===== src/rtl/mcu_scheduler_if.sv =====
// Scheduler bus: frame configuration, block-completion input and the
// control outputs steering the entropy decoder and input buffer.
interface mcu_scheduler_if #(
  parameter int unsigned MCU_W = 16
);
  logic             cfg_valid;
  logic             cfg_ready;
  logic [1:0]       cfg_mode;
  logic [MCU_W-1:0] cfg_mcu_total;
  logic [MCU_W-1:0] cfg_restart_int;
  logic             block_done;
  logic             decode_en;
  logic [1:0]       ch;
  logic [2:0]       blk_idx;
  logic [MCU_W-1:0] mcu_cnt;
  logic             dc_clear;
  logic             restart_req;
  logic             restart_ack;
  logic             frame_done;
  logic             err;

  // Driver side: supplies config, block pulses and marker acks.
  modport master (
    output cfg_valid, cfg_mode, cfg_mcu_total, cfg_restart_int, block_done, restart_ack,
    input  cfg_ready, decode_en, ch, blk_idx, mcu_cnt, dc_clear, restart_req, frame_done, err
  );

  // Scheduler side.
  modport slave (
    input  cfg_valid, cfg_mode, cfg_mcu_total, cfg_restart_int, block_done, restart_ack,
    output cfg_ready, decode_en, ch, blk_idx, mcu_cnt, dc_clear, restart_req, frame_done, err
  );
endinterface


===== src/rtl/mcu_scheduler.sv =====
// MCU scheduler: walks the block order of each MCU for 4:4:4, 4:2:2, 4:2:0
// and grayscale, counts MCUs, and pauses at restart-interval boundaries
// until the input buffer has consumed the RSTn marker.
module mcu_scheduler #(
  parameter int unsigned MCU_W = 16
) (
  input logic             clk,
  input logic             rst,
  mcu_scheduler_if.slave  bus
);

  typedef enum logic [1:0] {StIdle, StRun, StRestart, StDone} state_e;

  state_e           state_q;
  logic [1:0]       mode_q;
  logic [MCU_W-1:0] total_q;
  logic [MCU_W-1:0] rint_q;
  logic [MCU_W-1:0] intv_q;
  logic [MCU_W-1:0] mcu_q;
  logic [2:0]       blk_q;
  logic [1:0]       ch_q;
  logic             decode_en_q;
  logic             dc_clear_q;
  logic             restart_req_q;
  logic             frame_done_q;
  logic             err_q;

  logic [2:0]       blk_last;
  logic [2:0]       blk_nxt;
  logic [1:0]       ch_nxt;
  logic [MCU_W-1:0] mcu_inc;
  logic [MCU_W-1:0] intv_inc;
  logic             last_blk;

  // Per-mode block geometry and the channel of the block that follows.
  always_comb begin
    unique case (mode_q)
      2'd0:    blk_last = 3'd2;
      2'd1:    blk_last = 3'd3;
      2'd2:    blk_last = 3'd5;
      default: blk_last = 3'd0;
    endcase
    blk_nxt  = blk_q + 3'd1;
    last_blk = (blk_q == blk_last);
    // The final two slots of a colour MCU are Cb then Cr; all earlier slots are Y.
    ch_nxt = 2'd0;
    if (mode_q != 2'd3) begin
      if (blk_nxt == blk_last) begin
        ch_nxt = 2'd2;
      end else if (blk_nxt == blk_last - 3'd1) begin
        ch_nxt = 2'd1;
      end
    end
    mcu_inc  = (mcu_q == {MCU_W{1'b1}}) ? mcu_q : mcu_q + MCU_W'(1);
    intv_inc = intv_q + MCU_W'(1);
  end

  // Scheduler FSM with all counters and control outputs registered.
  always_ff @(posedge clk) begin
    if (!rst) begin
      state_q       <= StIdle;
      mode_q        <= 2'd0;
      total_q       <= '0;
      rint_q        <= '0;
      intv_q        <= '0;
      mcu_q         <= '0;
      blk_q         <= 3'd0;
      ch_q          <= 2'd0;
      decode_en_q   <= 1'b0;
      dc_clear_q    <= 1'b0;
      restart_req_q <= 1'b0;
      frame_done_q  <= 1'b0;
      err_q         <= 1'b0;
    end else begin
      dc_clear_q   <= 1'b0;
      frame_done_q <= 1'b0;
      if (bus.block_done && (state_q != StRun)) begin
        err_q <= 1'b1;
      end
      unique case (state_q)
        StIdle: begin
          if (bus.cfg_valid) begin
            mode_q  <= bus.cfg_mode;
            total_q <= bus.cfg_mcu_total;
            rint_q  <= bus.cfg_restart_int;
            intv_q  <= '0;
            mcu_q   <= '0;
            blk_q   <= 3'd0;
            ch_q    <= 2'd0;
            err_q   <= 1'b0;
            if (bus.cfg_mcu_total == '0) begin
              // Empty frame completes immediately without touching the predictors.
              state_q      <= StDone;
              frame_done_q <= 1'b1;
            end else begin
              state_q     <= StRun;
              decode_en_q <= 1'b1;
              dc_clear_q  <= 1'b1;
            end
          end
        end
        StRun: begin
          if (bus.block_done) begin
            if (last_blk) begin
              blk_q <= 3'd0;
              ch_q  <= 2'd0;
              mcu_q <= mcu_inc;
              // Frame end wins over a restart boundary on the same MCU.
              if (mcu_inc == total_q) begin
                state_q      <= StDone;
                decode_en_q  <= 1'b0;
                frame_done_q <= 1'b1;
              end else if ((rint_q != '0) && (intv_inc == rint_q)) begin
                state_q       <= StRestart;
                decode_en_q   <= 1'b0;
                restart_req_q <= 1'b1;
                intv_q        <= '0;
              end else begin
                intv_q <= intv_inc;
              end
            end else begin
              blk_q <= blk_nxt;
              ch_q  <= ch_nxt;
            end
          end
        end
        StRestart: begin
          if (bus.restart_ack) begin
            state_q       <= StRun;
            restart_req_q <= 1'b0;
            dc_clear_q    <= 1'b1;
            decode_en_q   <= 1'b1;
          end
        end
        StDone: begin
          state_q <= StIdle;
        end
        default: begin
          state_q <= StIdle;
        end
      endcase
    end
  end

  assign bus.cfg_ready   = (state_q == StIdle) & rst;
  assign bus.decode_en   = decode_en_q;
  assign bus.ch          = ch_q;
  assign bus.blk_idx     = blk_q;
  assign bus.mcu_cnt     = mcu_q;
  assign bus.dc_clear    = dc_clear_q;
  assign bus.restart_req = restart_req_q;
  assign bus.frame_done  = frame_done_q;
  assign bus.err         = err_q;

endmodule


===== src/flat_wrapper.sv =====
// flat-port wrapper written by rule: the top's interface ports become plain ports
module mcu_scheduler_flat 
#(
  parameter int unsigned MCU_W = 16
)
  (clk, rst, bus_cfg_valid, bus_cfg_mode, bus_cfg_mcu_total, bus_cfg_restart_int, bus_block_done, bus_restart_ack, bus_cfg_ready, bus_decode_en, bus_ch, bus_blk_idx, bus_mcu_cnt, bus_dc_clear, bus_restart_req, bus_frame_done, bus_err);
  mcu_scheduler_if #(.MCU_W(MCU_W)) bus_i ();
  input logic clk;
  input logic rst;
  input wire logic [$bits(bus_i.cfg_valid)-1:0] bus_cfg_valid;
  input wire logic [$bits(bus_i.cfg_mode)-1:0] bus_cfg_mode;
  input wire logic [$bits(bus_i.cfg_mcu_total)-1:0] bus_cfg_mcu_total;
  input wire logic [$bits(bus_i.cfg_restart_int)-1:0] bus_cfg_restart_int;
  input wire logic [$bits(bus_i.block_done)-1:0] bus_block_done;
  input wire logic [$bits(bus_i.restart_ack)-1:0] bus_restart_ack;
  output wire logic [$bits(bus_i.cfg_ready)-1:0] bus_cfg_ready;
  output wire logic [$bits(bus_i.decode_en)-1:0] bus_decode_en;
  output wire logic [$bits(bus_i.ch)-1:0] bus_ch;
  output wire logic [$bits(bus_i.blk_idx)-1:0] bus_blk_idx;
  output wire logic [$bits(bus_i.mcu_cnt)-1:0] bus_mcu_cnt;
  output wire logic [$bits(bus_i.dc_clear)-1:0] bus_dc_clear;
  output wire logic [$bits(bus_i.restart_req)-1:0] bus_restart_req;
  output wire logic [$bits(bus_i.frame_done)-1:0] bus_frame_done;
  output wire logic [$bits(bus_i.err)-1:0] bus_err;
  assign bus_i.cfg_valid = bus_cfg_valid;
  assign bus_i.cfg_mode = bus_cfg_mode;
  assign bus_i.cfg_mcu_total = bus_cfg_mcu_total;
  assign bus_i.cfg_restart_int = bus_cfg_restart_int;
  assign bus_i.block_done = bus_block_done;
  assign bus_i.restart_ack = bus_restart_ack;
  assign bus_cfg_ready = bus_i.cfg_ready;
  assign bus_decode_en = bus_i.decode_en;
  assign bus_ch = bus_i.ch;
  assign bus_blk_idx = bus_i.blk_idx;
  assign bus_mcu_cnt = bus_i.mcu_cnt;
  assign bus_dc_clear = bus_i.dc_clear;
  assign bus_restart_req = bus_i.restart_req;
  assign bus_frame_done = bus_i.frame_done;
  assign bus_err = bus_i.err;
  mcu_scheduler #(.MCU_W(MCU_W)) u_core (.clk(clk), .rst(rst), .bus(bus_i));
endmodule

===== config.mk =====
export PLATFORM = sky130hd
export DESIGN_NAME = mcu_scheduler_flat
export DESIGN_NICKNAME = d
export VERILOG_FILES = /design/src/rtl/mcu_scheduler_if.sv /design/src/rtl/mcu_scheduler.sv /design/src/flat_wrapper.sv
export SDC_FILE = /design/constraint.sdc
export NUM_CORES = 1
export LEC_CHECK = 0
export BUFFER_PORTS_ARGS = -buffer_cell sky130_fd_sc_hd__buf_2
export CAP_MARGIN = 40
export CORE_MARGIN = 1.5
export CORE_UTILIZATION = 35
export CTS_CLUSTER_DIAMETER = 120
export CTS_CLUSTER_SIZE = 8
export DETAILED_ROUTE_END_ITERATION = 8
export PLACE_DENSITY_LB_ADDON = 0.08
export SLEW_MARGIN = 20
export SYNTH_ARGS = -nofsm -noshare
export SYNTH_HDL_FRONTEND = slang
export SYNTH_SLANG_ARGS = --single-unit

===== constraint.sdc =====
create_clock -name clk -period 8.5 [get_ports clk]
set_input_delay 0.85 -clock clk [delete_from_list [all_inputs] [get_ports clk]]
set_output_delay 0.85 -clock clk [all_outputs]
set_load 0.01 [all_outputs]

-- Yosys cells after proc, flatten, opt, wreduce, memory -nomap -nowiden
Index checks and enable logic that the tools add are counted.
- register bits: 78
- bits in latches: 0
- memory bits (writable): 0
- memory bits (read-only): 0
- input port bits: 39
- output and inout bits: 27
- word-level logic and storage cells: 112
- memories kept: 0
- $add $sub $neg: 4
- $mul: 0
- divide/modulo/power cells: 0
- $lt $le $gt $ge: 0
- eq/ne operators: 21
- shifts and indexed selects: 0
- muxes and demuxes: 57
- bitwise gates (word level): 1
- reduce and logical (&&, ||, !) cells: 16
- operators with widths (cell ; count):
    16-bit 2-to-1 mux ; 8
    16-bit one-hot mux with 2 select lines ; 2
    16-bit by 1-bit adder with 16-bit output (second input constant) ; 2
    16-bit == test ; 2
    1-bit 2-to-1 mux ; 24
    2-bit 2-to-1 mux ; 12
    16-bit == test (second input constant) ; 1
    16-bit zero test ; 1
    16-bit nonzero test ; 1
    2-bit != test (second input constant) ; 6
    5-bit AND reduction ; 2
    3-bit == test ; 3
    3-bit 2-to-1 mux ; 3
    3-bit one-hot mux with 3 select lines ; 1
    2-bit one-hot mux with 4 select lines ; 1
    7-bit AND reduction ; 1
    2-bit == test (second input constant) ; 3
    2-bit by 1-bit != test with 1-bit output (second input constant) ; 3
    1-bit one-hot mux with 2 select lines ; 3
    3-bit one-hot mux with 2 select lines ; 1
    6-bit AND reduction ; 1
    2-bit by 1-bit == test with 1-bit output (second input constant) ; 2
    2-bit zero test ; 2
    2-bit one-hot mux with 2 select lines ; 1
    other kinds (11) ; 13

-- Depth between registers and ports, before layout
Gate-level depths: netlist (run 1).
- depth in word-level cells: 10
- mapped depth: 12
- mapped depth without buffers: 10

-- Least setup slack after synthesis (run 1)
No wires, ideal clock.
- path type: register -> register
- start: register u_core.mcu_q[0] (netlist: u_core.bus.mcu_cnt[0])
- end: register u_core.intv_q[15]
- setup time: 0.122 ns
- data arrival time: 2.979 ns
- data required time: 8.378 ns
- path slack: 5.399 ns
- cell stages (with the launch flop): 11
- buffers on the path: 1
- clock period less this slack: 3.101 ns
- path through: dfxtp_1 -> ha_1 -> nand3_2 -> nor4_2 -> mux2_2 -> a211o_1 -> nor4_1 -> and4b_1 -> buf_6 -> nor3_1 -> a311o_1
- cells in the longest elaborated chain, start to end: 5
- elaborated cells on any way between the ends: 6
- those cells by class: 1 x add/sub; 3 x eq/ne; 1 x mux; 1 x reduce/logical
- RTL lines (item ; RTL line ; source):
    from (decl) ; mcu_scheduler.sv:19 ; logic [MCU_W-1:0] mcu_q;
    from (signal assigned) ; mcu_scheduler.sv:107 ; mcu_q <= mcu_inc;
    16-bit by 1-bit adder with 16-bit output / 16-bit == test (equally long branches) ; mcu_scheduler.sv:54 ; mcu_inc = (mcu_q == {MCU_W{1'b1}}) ? mcu_q : mcu_q + MCU_W'(1);
    16-bit 2-to-1 mux (*) ; mcu_scheduler.sv:54 ;
    16-bit == test (*) ; mcu_scheduler.sv:109 ; if (mcu_inc == total_q) begin
    2-bit != test (no line) (*) ; - ;
    5-bit AND reduction (no line) (*) ; - ;
    to (signal assigned) ; mcu_scheduler.sv:119 ; intv_q <= intv_inc;
    to (decl) ; mcu_scheduler.sv:18 ; logic [MCU_W-1:0] intv_q;
Mark *: on every way between the ends. The rest lies on a longest branch, timed or not.
A chain may end at the register's enable or synchronous reset.

-- Final worst setup path (run 1)
Same ends and word-level chain as after synthesis.

==> out/qor.csv, run 1 <==
stage;metric;value;unit
cts;CTS Buf Count;9;
cts;H-tree levels;3;
power;P_int;769.4;uW
floorplan;full die area;15980;um2
timing;setup violators final;0;
floorplan;core area;14700;um2
power;Lkg Pwr;0.002219;uW
synth;commonest cells in the netlist;nand2_1, dfxtp_1, a21oi_1;
synth;Mapped Cells;716;
setup_path;kind of critical path;reg2reg;
setup_path;critical path buffer and inverter count;0;
flow_run;# Max-Cap Violations;0;
synth;synthesized flop and latch total;78;
cts;CTS root buf;clkbuf_16;
finish;layout filler cell count;1522;
synth;most frequent cell after synthesis;nand2_1;
cts;Post-CTS Repair Setup Buffers;0;
grt;gr usage total;0.2220;
grt;global routing usage on met2;0.3018;
synth;ys async rst share;0;
floorplan;Cell Rows;44;
placed_design;PortBufs;65;
placed_design;GPL Wtd Cong;0.9118;
run_status;outcome;finished clean;
hold_path;HP Class;reg2reg;
route;Final ANT Viol Nets;0;
finish;layout cell share with drive strength beyond 1;0.1470;
synth;Syn. warnings;0;
finish;footprint of the multi-input gates;3436;um2
route;drt wl/cell;18.44;um
power;peak supply drop;0.1263;mV
grt;global routing's busiest layer;met1;
route;DR vias;5509;
setup_path;CP peak stage delay;820;ps
timing;Max Clk Rate;0.2465;GHz
floorplan;Initial Util;0.3627;
finish;sequential cell area;1562;um2
finish;Layout area overhead;12.41;%
grt;initial antenna violation count;0;
power;Clk network pwr share;0.294;
finish;final core utilization;0.4077;
timing;max-slew violations;0;
timing;Worst slew margin;0.4477;
grt;GR Util met1;0.3440;
setup_path;Crit path max-delay family;simple AND/OR/NAND/NOR gates;
setup_path;CP max-delay cell;and4b_1;
floorplan;Die Span Y;126.4;um
synth;largest cells by area after synthesis;dfxtp_1, nand2_1, a21oi_1;
synth;top-area cell type share of the netlist area;0.2929;
cts;CTS tree;yes;
placed_design;dpl hpwl;12620;um
cts;maximum clock path buffer count;2;
synth;Yosys cell types;70;
finish;Layout Nets;800;
placed_design;Post-DP Area;5707;um2
power;reported net switching power;505.5;uW
setup_path;CP Max Fanout;20;
grt;first-pass GRT wire length;28190;um
cts;Resize count post-CTS;0;
timing;RSZ-0062 raised after global routing;no;
setup_path;Critical Path AT;4290;ps
power;pwr dens;212.7;nW/um2
route;DRT iter0 DRCs;479;
power;Seq pwr share;0.354;
grt;remaining global-route overflow;0;
route;routed wire length;17320;um
timing;setup TNS;0;ps
grt;largest net degree at the start of global routing;56;
setup_path;Startpoint Class;flop;
route;DRC Markers;0;
synth;sequential fraction of the synthesis area;0.2929;
timing;min Tclk post-route;4057;ps
cts;CTS clock-pin slew for the worst setup and hold paths;60;ps
power;Sw Ratio;0.3965;
timing;Final Hold Fails;0;
grt;number of global-route vias before repair;5043;
synth;Mapped Nets;766;
synth;Synth Cell Area;5331;um2
synth;Yosys top cell by area;dfxtp_1;
grt;met3 global-route usage;0.03922;
route;1st-pass router iterations;5;
finish;ANT cells;0;
timing;Worst-Margin Slew;825.9;ps
synth;Syn Area/Cell;7.446;um2
finish;final instance area;5993;um2
timing;Fin Clk Skew;10.87;ps
timing;Final period util;0.4773;
setup_path;WP data required;8730;ps
setup_path;worst path cell trace;ha_1 -> nand3_2 -> nor4_2 -> mux2_2 -> a211o_1 -> nor4_1 -> and4b_1 -> nor3_1 -> a311o_1;
synth;prevailing post-synth register cell;dfxtp_1;
power;Logic pwr share;0.352;
floorplan;Die W;126.4;um
setup_path;crit end category;flop;
cts;CTS sink cnt;78;
floorplan;# IOs;66;
cts;hold buffers post-CTS;0;
synth;EDFF count, synth;0;
cts;clock latency on the worst-skew pair;350;ps
route;post-DR vias/cell;5.867;
[logic make-up after synthesis]
logic type | share of synthesized area
and+or+nand+nor | 0.3088
AOI/OAI and AO/OA | 0.2281
DFF | 0.2929
buffers and inverters | 0.06501
xor gates and xnor gates | 0.06384
adders and majority gates | 0.02582
muxes | 0.01549
[worst register-to-register path, delay by kind of cell, from the launching register on]
kind / cells / cell delay (ps)
mux: 1 / 420
fa+ha+maj: 1 / 390
compound gates: 2 / 570
simple gates: 5 / 2070
flops: 1 / 500
[state kept, by name, indices dropped and copies added, names as in the netlist]
signal and flops:
u_core.bus.mcu_cnt 16, u_core.intv_q 16, u_core.rint_q 16, u_core.total_q 16, u_core.bus.blk_idx 3, u_core.bus.ch 2
u_core.mode_q 2, u_core.state_q 2, u_core.bus.dc_clear 1, u_core.bus.decode_en 1, u_core.bus.err 1, u_core.bus.frame_done 1
u_core.bus.restart_req 1
[worst paths after layout]
check / from / end / slack [ps] / cells past startpoint
hold reg to reg: u_core.total_q[6] / u_core.total_q[6] / 460 / 2
hold / removal: u_core.total_q[6] / u_core.total_q[6] / 460 / 2
setup / recovery: u_core.bus.mcu_cnt[0] / u_core.intv_q[15] / 4440 / 9
setup reg to reg: u_core.bus.mcu_cnt[0] / u_core.intv_q[15] / 4440 / 9
[routing by layer]
layer,routed length (um),share of wire
met4,291,0.017
met3,1237,0.071
met2,6921,0.40
met5,0,0
met1,8865,0.51
[power by group through the flow]
stage,clock [uW],combinational (uW),sequential (uW)
after floorplan,0,325,442
after global placement,0,442,457
after detailed placement,0,448,458
after CTS,384,450,450
after global routing,400,505,456
final,375,449,451
[through the flow]
step	hold slack, ps	total power [uW]	setup slack, ps	std cells
3_5_place_dp	455.6	905.6	4455	922
5_1_grt	490.2	1361	4107	939
4_1_cts	466.2	1284	4437	938
2_1_floorplan	436.3	766.7	5399	716
3_3_place_gp	448.5	899.7	4504	920
6_report	462.9	1275	4443	939
[placed cells by master (no fill, tap or decap), types with 17 or more instances in the layout]
cell type / instances
inv_1: 27
buf_2: 65
o21ai_0: 26
nand4_1: 17
dfxtp_1: 78
a21oi_1: 70
nand2_1: 119
nand3_1: 26
xnor2_1: 27
nor3_1: 29
o31ai_1: 18
nor2_1: 37
[final cells by class]
type                    instances  share of cell area
clock buffers                   9             0.03758
clock inverters                 7            0.009395
inverters                      27             0.01691
multi-input cells             561              0.5733
flip-flops and latches         78              0.2605
well taps                     184             0.03841
repair buffers                 73             0.06388
No activity file was read; power rests on OpenSTA's default activity.
==> run 2, diff against run 1 <==
ABC_AREA = 1   (was default)
clock period = 4.05 ns   (was 8.5 ns; I/O delays follow)
==> run 2 against run 1 <==
Effect of this change:
- wire length shrank 13%
- largest power group is now combinational logic
- maximum frequency is 36% higher
- flip-flop and latch count is the same
==> out/qor.csv, run 2 <==
stage;metric;value;unit;change
run_status;outcome;finished clean;;
placed_design;PortBufs;65;;unchanged
grt;first-pass GRT wire length;24400;um;-13%
placed_design;DP Worst Slack;1116;ps;-3339 ps
synth;Post-Synth Simple-Gate Area;0.4099;;+0.1011
timing;Max Clk Rate;0.3340;GHz;+36%
hold_path;min-delay src;bus_cfg_restart_int[11];;
finish;final std cells w/o fill;1047;;+12%
setup_path;crit end category;flop;;
cts;CTS root buf;clkbuf_16;;
cts;clock latency on the worst-skew pair;350;ps;about the same
setup_path;Crit path top cell by count;nand2_1;;
route;post-DR vias/cell;4.998;;-15%
finish;final instance area;5843;um2;-2.5%
placed_design;Post-DP Area;5493;um2;-3.7%
cts;CTS Buf Count;9;;unchanged
setup_path;RR Startpoint;u_core.bus.mcu_cnt[0];;
setup_path;FF-to-FF path depth;16;;+7
grt;remaining global-route overflow;0;;unchanged
timing;Final Hold Fails;0;;unchanged
placed_design;Placed Cells;1031;;+12%
timing;min Tclk post-route;2994;ps;-1063 ps
setup_path;critical path buffer and inverter count;1;;+1
timing;Worst slew margin;0.5758;;+0.1281
route;1st-pass router iterations;6;;+1
synth;Syn. warnings;0;;unchanged
synth;mux contribution to synthesized area;0;;-0.01549
finish;Layout Nets;912;;+14%
synth;Post-Synth XOR/XNOR Area;0.03742;;-0.02641
grt;initial antenna violation count;0;;unchanged
power;peak supply drop;0.3438;mV;+170%
hold_path;HP Class;in2reg;;
synth;top-area cell type share of the netlist area;0.3093;;+0.01640
route;DR vias;5233;;-5.0%
power;Lkg Pwr;0.002826;uW;+27%
route;routed wire length;15150;um;-13%
route;drt wl/cell;14.47;um;-22%
floorplan;full die area;15150;um2;-5.2%
finish;layout cell share with drive strength beyond 1;0.1211;;-0.02591
setup_path;Reg-to-Reg End;u_core.intv_q[0];;
synth;Yosys cell types;36;;-49%
placed_design;GPL Wtd Cong;0.8991;;-1.4%
setup_path;CP max-delay cell;dfxtp_1;;
route;Final ANT Viol Nets;0;;unchanged
synth;ys async rst share;0;;unchanged
grt;gr usage total;0.2100;;-0.01198
setup_path;Critical Path AT;3270;ps;-1020 ps
floorplan;core area;13990;um2;-4.8%
setup_path;kind of critical path;reg2reg;;
timing;worst setup margin;1056;ps;-3387 ps
synth;most frequent cell after synthesis;nand2_1;;
floorplan;Initial Util;0.3609;;-0.001788
setup_path;worst path cell trace;ha_1 -> nand2_2 -> nor2_4 -> nand2_2 -> inv_2 -> nand2_4 -> nand2_1 -> nand2_1 -> nand2_1 -> nand3_1 -> nand3b_1 -> nor2_2 -> nand3_4 -> nand3_1 -> nand2_1 -> nor2_1;;
setup_path;Startpoint Class;flop;;
finish;Layout area overhead;15.74;%;
synth;synthesized flop and latch total;78;;unchanged
timing;max-slew violations;0;;unchanged
floorplan;Cell Rows;43;;-2.3%
floorplan;Die W;123.1;um;-2.6%
finish;commonest cells after routing, fill and taps aside;nand2_1, nor2_1, nand3_1, inv_1, dfxtp_1;;
synth;Synth Cell Area;5049;um2;-5.3%
synth;commonest cells in the netlist;nand2_1, nor2_1, nand3_1;;
route;DRC Markers;0;;unchanged
cts;CTS sink cnt;78;;unchanged
setup_path;WP data required;4330;ps;-4400 ps
hold_path;Hold Path Cell Cnt;3;;+1
synth;EDFF count, synth;0;;unchanged
synth;adder-cell area share of the yosys netlist;0.02726;;+0.001446
setup_path;CP peak stage delay;480;ps;-340 ps
finish;final core utilization;0.4177;;+0.009981
synth;prevailing post-synth register cell;dfxtp_1;;
synth;Syn Area/Cell;6.241;um2;-16%
finish;ANT cells;0;;unchanged
floorplan;Die Span Y;123.1;um;-2.6%
cts;CTS clock-pin slew for the worst setup and hold paths;60;ps;about the same
power;pwr dens;597.6;nW/um2;+180%
synth;largest family of logic cells by synthesized area;simple AND/OR/NAND/NOR gates;;
cts;hold buffers post-CTS;0;;unchanged
setup_path;CP Max Fanout;34;;+70%
finish;layout filler cell count;1498;;-1.6%
grt;largest net degree at the start of global routing;46;;-18%
cts;maximum clock path buffer count;2;;unchanged
synth;largest cells by area after synthesis;dfxtp_1, nand2_1, nand3_1;;
synth;Yosys top cell by area;dfxtp_1;;
setup_path;Crit path max-delay family;simple AND/OR/NAND/NOR gates;;
setup_path;reg2reg setup slack;1060;ps;-3390 ps
timing;Final period util;0.7392;;+0.2619
flow_run;# Max-Cap Violations;0;;unchanged
grt;number of global-route vias before repair;4827;;-4.3%
cts;H-tree levels;3;;unchanged
synth;Mapped Cells;809;;+13%
finish;most common library cell in the layout ignoring fill and taps;nand2_1;;
route;DRT iter0 DRCs;381;;-20%
timing;setup TNS;0;ps;unchanged
hold_path;hold endpoint;u_core.rint_q[11];;
cts;CTS tree;yes;;
timing;Fin Clk Skew;3.089;ps;-7.781 ps
placed_design;dpl hpwl;11420;um;-9.6%
synth;sequential fraction of the synthesis area;0.3093;;+0.01640
cts;Post-CTS Repair Setup Buffers;0;;unchanged
cts;Resize count post-CTS;0;;unchanged
floorplan;# IOs;66;;unchanged
timing;Worst-Margin Slew;634.8;ps;-191.2 ps
timing;setup violators final;0;;unchanged
timing;RSZ-0062 raised after global routing;no;;
synth;Mapped Nets;859;;+12%
synth;Compound-Gate Fraction of Synth Area;0.1167;;-0.1114
==> run 2: cell count changes in the layout (fill, tap and decap cells not counted), sizes merged, moves of 9 or more <==
cell | before | now
or4 | 13 | 0
o31ai | 18 | 0
nor3 | 33 | 4
nand3 | 28 | 97
xnor2 | 28 | 4
a21oi | 70 | 52
o41ai | 10 | 0
o21ai | 28 | 54
nor4 | 14 | 4
and3 | 9 | 0
inv | 30 | 92
nor2 | 37 | 115
nand2 | 120 | 207
==> run 2: worst max path at each step <==
stage | slack [ps] | end | start | cells past startpoint
after CTS | 1100 | u_core.bus.restart_req | u_core.bus.mcu_cnt[0] | 15
after floorplan | 1680 | u_core.intv_q[10] | u_core.bus.mcu_cnt[0] | 16
final | 1060 | u_core.intv_q[0] | u_core.bus.mcu_cnt[0] | 16
after detailed placement | 1120 | u_core.bus.restart_req | u_core.bus.mcu_cnt[0] | 15
after global placement | 1230 | u_core.intv_q[8] | u_core.bus.mcu_cnt[0] | 13
after global routing | 830 | u_core.intv_q[8] | u_core.bus.mcu_cnt[0] | 15
==> run 2: cells by family after synthesis <==
group,after synthesis
and+or+nand+nor,465
buffers and inverters,121
AOI/OAI and AO/OA,114
DFF,78
xor gates and xnor gates,20
adders and majority gates,11
==> run 2: power breakdown <==
group	switching [uW]	internal [uW]
clock network	336	637
logic	887	520
registers	163	947
==> run 2: worst register-to-register path: stages, from the launching register on <==
cell and delay, ps:
dfxtp_1 480, ha_1 280, nand2_2 90, nor2_4 170, nand2_2 100, inv_2 90, nand2_4 160, nand2_1 130
nand2_1 80, nand2_1 120, nand3_1 140, nand3b_1 190, nor2_2 190, nand3_4 340, nand3_1 190, nand2_1 60
nor2_1 110
==> run 2: metrics by stage <==
step	power [uW]	hold WS, ps
global route	3771	339.4
global placement	2508	458.5
detailed placement	2526	460.0
CTS	3516	310.2
floorplan	2151	443.9
finish	3492	317.5
==> run 2: routing by layer <==
layer,routed length (um),part of all wire,global-route usage,vias up
met2,6204,0.41,0.3031,152
li1,-,-,-,2738
met5,0,0,0,-
met1,7803,0.52,0.3124,2322
met3,830,0.055,0.03044,21
met4,313,0.021,0.08190,0
==> run 2: area by class of cell <==
class,count,area [um2],share of cell area
Timing Repair Buffer,71,370.4,0.06338
Clock inverter,3,90.09,0.01542
Inverter,92,345.3,0.05910
Clock buffer,13,260.3,0.04454
Tap cell,180,225.2,0.03854
Multi-Input combinational cell,610,2990,0.5118
Sequential cell,78,1562,0.2672
==> run 3, diff against run 2 <==
clock period = 2.6 ns   (was 4.05 ns; I/O delays follow)
==> run 3 against run 2 <==
Effect of this change:
- final cell count up 2.7%
- register-to-register slack lost 830 ps
- final area is 5.6% higher
- non-clock buffer count is 28 higher
- count of clock-buffer cells in the layout rose by 1
- clock power rose by 53%
- wire length grew 0.94%
- critical path type unchanged
- largest power group unchanged
- highest routed layer unchanged
==> out/qor.csv, run 3 (synthesis results as in run 2) <==
stage;metric;value;unit;change
floorplan;Cell Rows;43;;unchanged
floorplan;# IOs;66;;unchanged
finish;commonest cells after routing, fill and taps aside;nand2_1, nor2_1, nand3_1, inv_1, dfxtp_1;;
timing;setup violators final;0;;unchanged
finish;ANT cells;0;;unchanged
flow_run;# Max-Cap Violations;0;;unchanged
placed_design;DP Worst Slack;-161.0;ps;-1277 ps
cts;CTS clock-pin slew for the worst setup and hold paths;60;ps;about the same
route;DRC Markers;0;;unchanged
route;DRT iter0 DRCs;370;;-2.9%
route;routed wire length;15290;um;+0.94%
timing;Final period util;0.9127;;+0.1735
cts;CTS sink cnt;78;;unchanged
floorplan;full die area;15150;um2;unchanged
power;peak supply drop;0.5404;mV;+57%
floorplan;Die Span Y;123.1;um;unchanged
floorplan;core area;13990;um2;unchanged
setup_path;RR Startpoint;u_core.bus.mcu_cnt[0];;
grt;gr usage total;0.2141;;+0.004043
setup_path;reg2reg setup slack;230;ps;-830 ps
timing;Worst-Margin Slew;560.3;ps;-74.43 ps
cts;hold buffers post-CTS;0;;unchanged
hold_path;min-delay src;bus_cfg_restart_int[11];;
route;drt wl/cell;14.23;um;-1.7%
grt;remaining global-route overflow;0;;unchanged
cts;CTS Buf Count;9;;unchanged
grt;largest net degree at the start of global routing;60;;+30%
route;post-DR vias/cell;5.004;;+0.11%
hold_path;Hold Path Cell Cnt;3;;unchanged
cts;H-tree levels;3;;unchanged
setup_path;Startpoint Class;flop;;
setup_path;Critical Path AT;2610;ps;-660 ps
route;DR vias;5379;;+2.8%
setup_path;WP data required;2840;ps;-1490 ps
hold_path;hold endpoint;u_core.rint_q[11];;
power;Lkg Pwr;0.002988;uW;+5.7%
timing;Worst slew margin;0.6260;;+0.05023
timing;Final Hold Fails;0;;unchanged
cts;CTS root buf;clkbuf_16;;
setup_path;crit end category;flop;;
setup_path;beginning of the critical path;u_core.bus.mcu_cnt[0];;
cts;clock latency on the worst-skew pair;350;ps;about the same
timing;Fin Clk Skew;8.338;ps;+5.249 ps
timing;min Tclk post-route;2373;ps;-620.7 ps
timing;setup TNS;0;ps;unchanged
finish;layout cell share with drive strength beyond 1;0.1687;;+0.04761
finish;layout filler cell count;1486;;-0.80%
timing;max-slew violations;0;;unchanged
run_status;outcome;finished clean;;
placed_design;PortBufs;65;;unchanged
setup_path;kind of critical path;reg2reg;;
grt;number of global-route vias before repair;5130;;+6.3%
hold_path;HP Class;in2reg;;
finish;Layout Nets;940;;+3.1%
placed_design;GPL Wtd Cong;0.8939;;-0.58%
floorplan;Die W;123.1;um;unchanged
route;Final ANT Viol Nets;0;;unchanged
timing;RSZ-0062 raised after global routing;no;;
finish;Layout area overhead;22.21;%;
timing;worst setup margin;227.0;ps;-829.3 ps
setup_path;Reg-to-Reg End;u_core.intv_q[13];;
cts;maximum clock path buffer count;2;;unchanged
finish;most common library cell in the layout ignoring fill and taps;nand2_1;;
power;pwr dens;888.6;nW/um2;+49%
cts;CTS tree;yes;;
grt;first-pass GRT wire length;25000;um;+2.5%
floorplan;Initial Util;0.3609;;unchanged
setup_path;CP Max Fanout;34;;unchanged
placed_design;dpl hpwl;11520;um;+0.96%
setup_path;FF-to-FF path depth;16;;unchanged
timing;Max Clk Rate;0.4214;GHz;+26%
grt;initial antenna violation count;0;;unchanged
route;1st-pass router iterations;5;;-1
run 3: changes by cell type in the layout (fill, tap and decap cells not counted), sizes merged:
cell / delta
buf: +28
clkbuf: +1
bufinv: -1
run 3: report_power, final:
| part | switching (uW) | internal [uW] |
|---|---|---|
| Clock | 518 | 973 |
| Combinational | 1410 | 867 |
| Sequential | 242 | 1480 |
| Total | 2170 | 3320 |
run 3: worst max-delay path by stage:
stage	endpoint	slack, ps	cells after the start
floorplan	u_core.intv_q[10]	230	16
global placement	u_core.intv_q[6]	-140	17
detailed placement	u_core.intv_q[0]	-160	17
CTS	u_core.intv_q[0]	40	17
global route	u_core.intv_q[8]	6	14
finish	u_core.intv_q[13]	230	16
run 3: per-layer routing:
| layer | wire [um] | GRT usage | up-vias |
|---|---|---|---|
| met3 | 758 | 0.03552 | 14 |
| met5 | 0 | 0 | - |
| met2 | 6520 | 0.3274 | 122 |
| met1 | 7782 | 0.3055 | 2449 |
| met4 | 233 | 0.07112 | 0 |
| li1 | - | - | 2794 |
run 3: through the flow:
| stage | hold WS, ps | power [uW] | util | cells | cell area (um2) |
|---|---|---|---|---|---|
| CTS | 182.3 | 5493 | 0.4325 | 1068 | 6050 |
| floorplan | 425.4 | 3351 | - | 809 | 5049 |
| global placement | 461.2 | 3946 | 0.4066 | 1052 | 5688 |
| finish | 183.1 | 5482 | 0.4411 | 1075 | 6170 |
| global route | 205.1 | 5949 | 0.4411 | 1075 | 6170 |
| detailed placement | 465.2 | 3979 | 0.4066 | 1052 | 5688 |
run 3: critical path: stages (launching register included):
cell and delay (ps):
dfxtp_2 330, ha_4 170, nand2_2 80, nor2_4 50, nand2_2 90, inv_2 60
nand2_4 140, buf_4 200, nand2_1 120, nand2_1 100, nand3_1 90, or2_1 260
nor2_4 120, nand3_4 80, buf_12 170, a21oi_1 140, nor2_1 60
run 3: area by class of cell:
type	instances	area (um2)	area share
tap	180	225.2	0.03650
inverter	92	345.3	0.05597
sequential	78	1567	0.2539
timing repair buffer	99	621.8	0.1008
clock buffer	14	294.0	0.04766
clock inverter	2	60.06	0.009734
multi-input combinational	610	3057	0.4954
run 3: what timing repair did:
| item | CTS | global route |
|---|---|---|
| resized for setup | 2 | 22 |
| pin swaps | 0 | 7 |
| endpoints found under the hold margin | 0 | 0 |
| endpoints found under the setup margin | 17 | 23 |
| setup buffers | 0 | 7 |
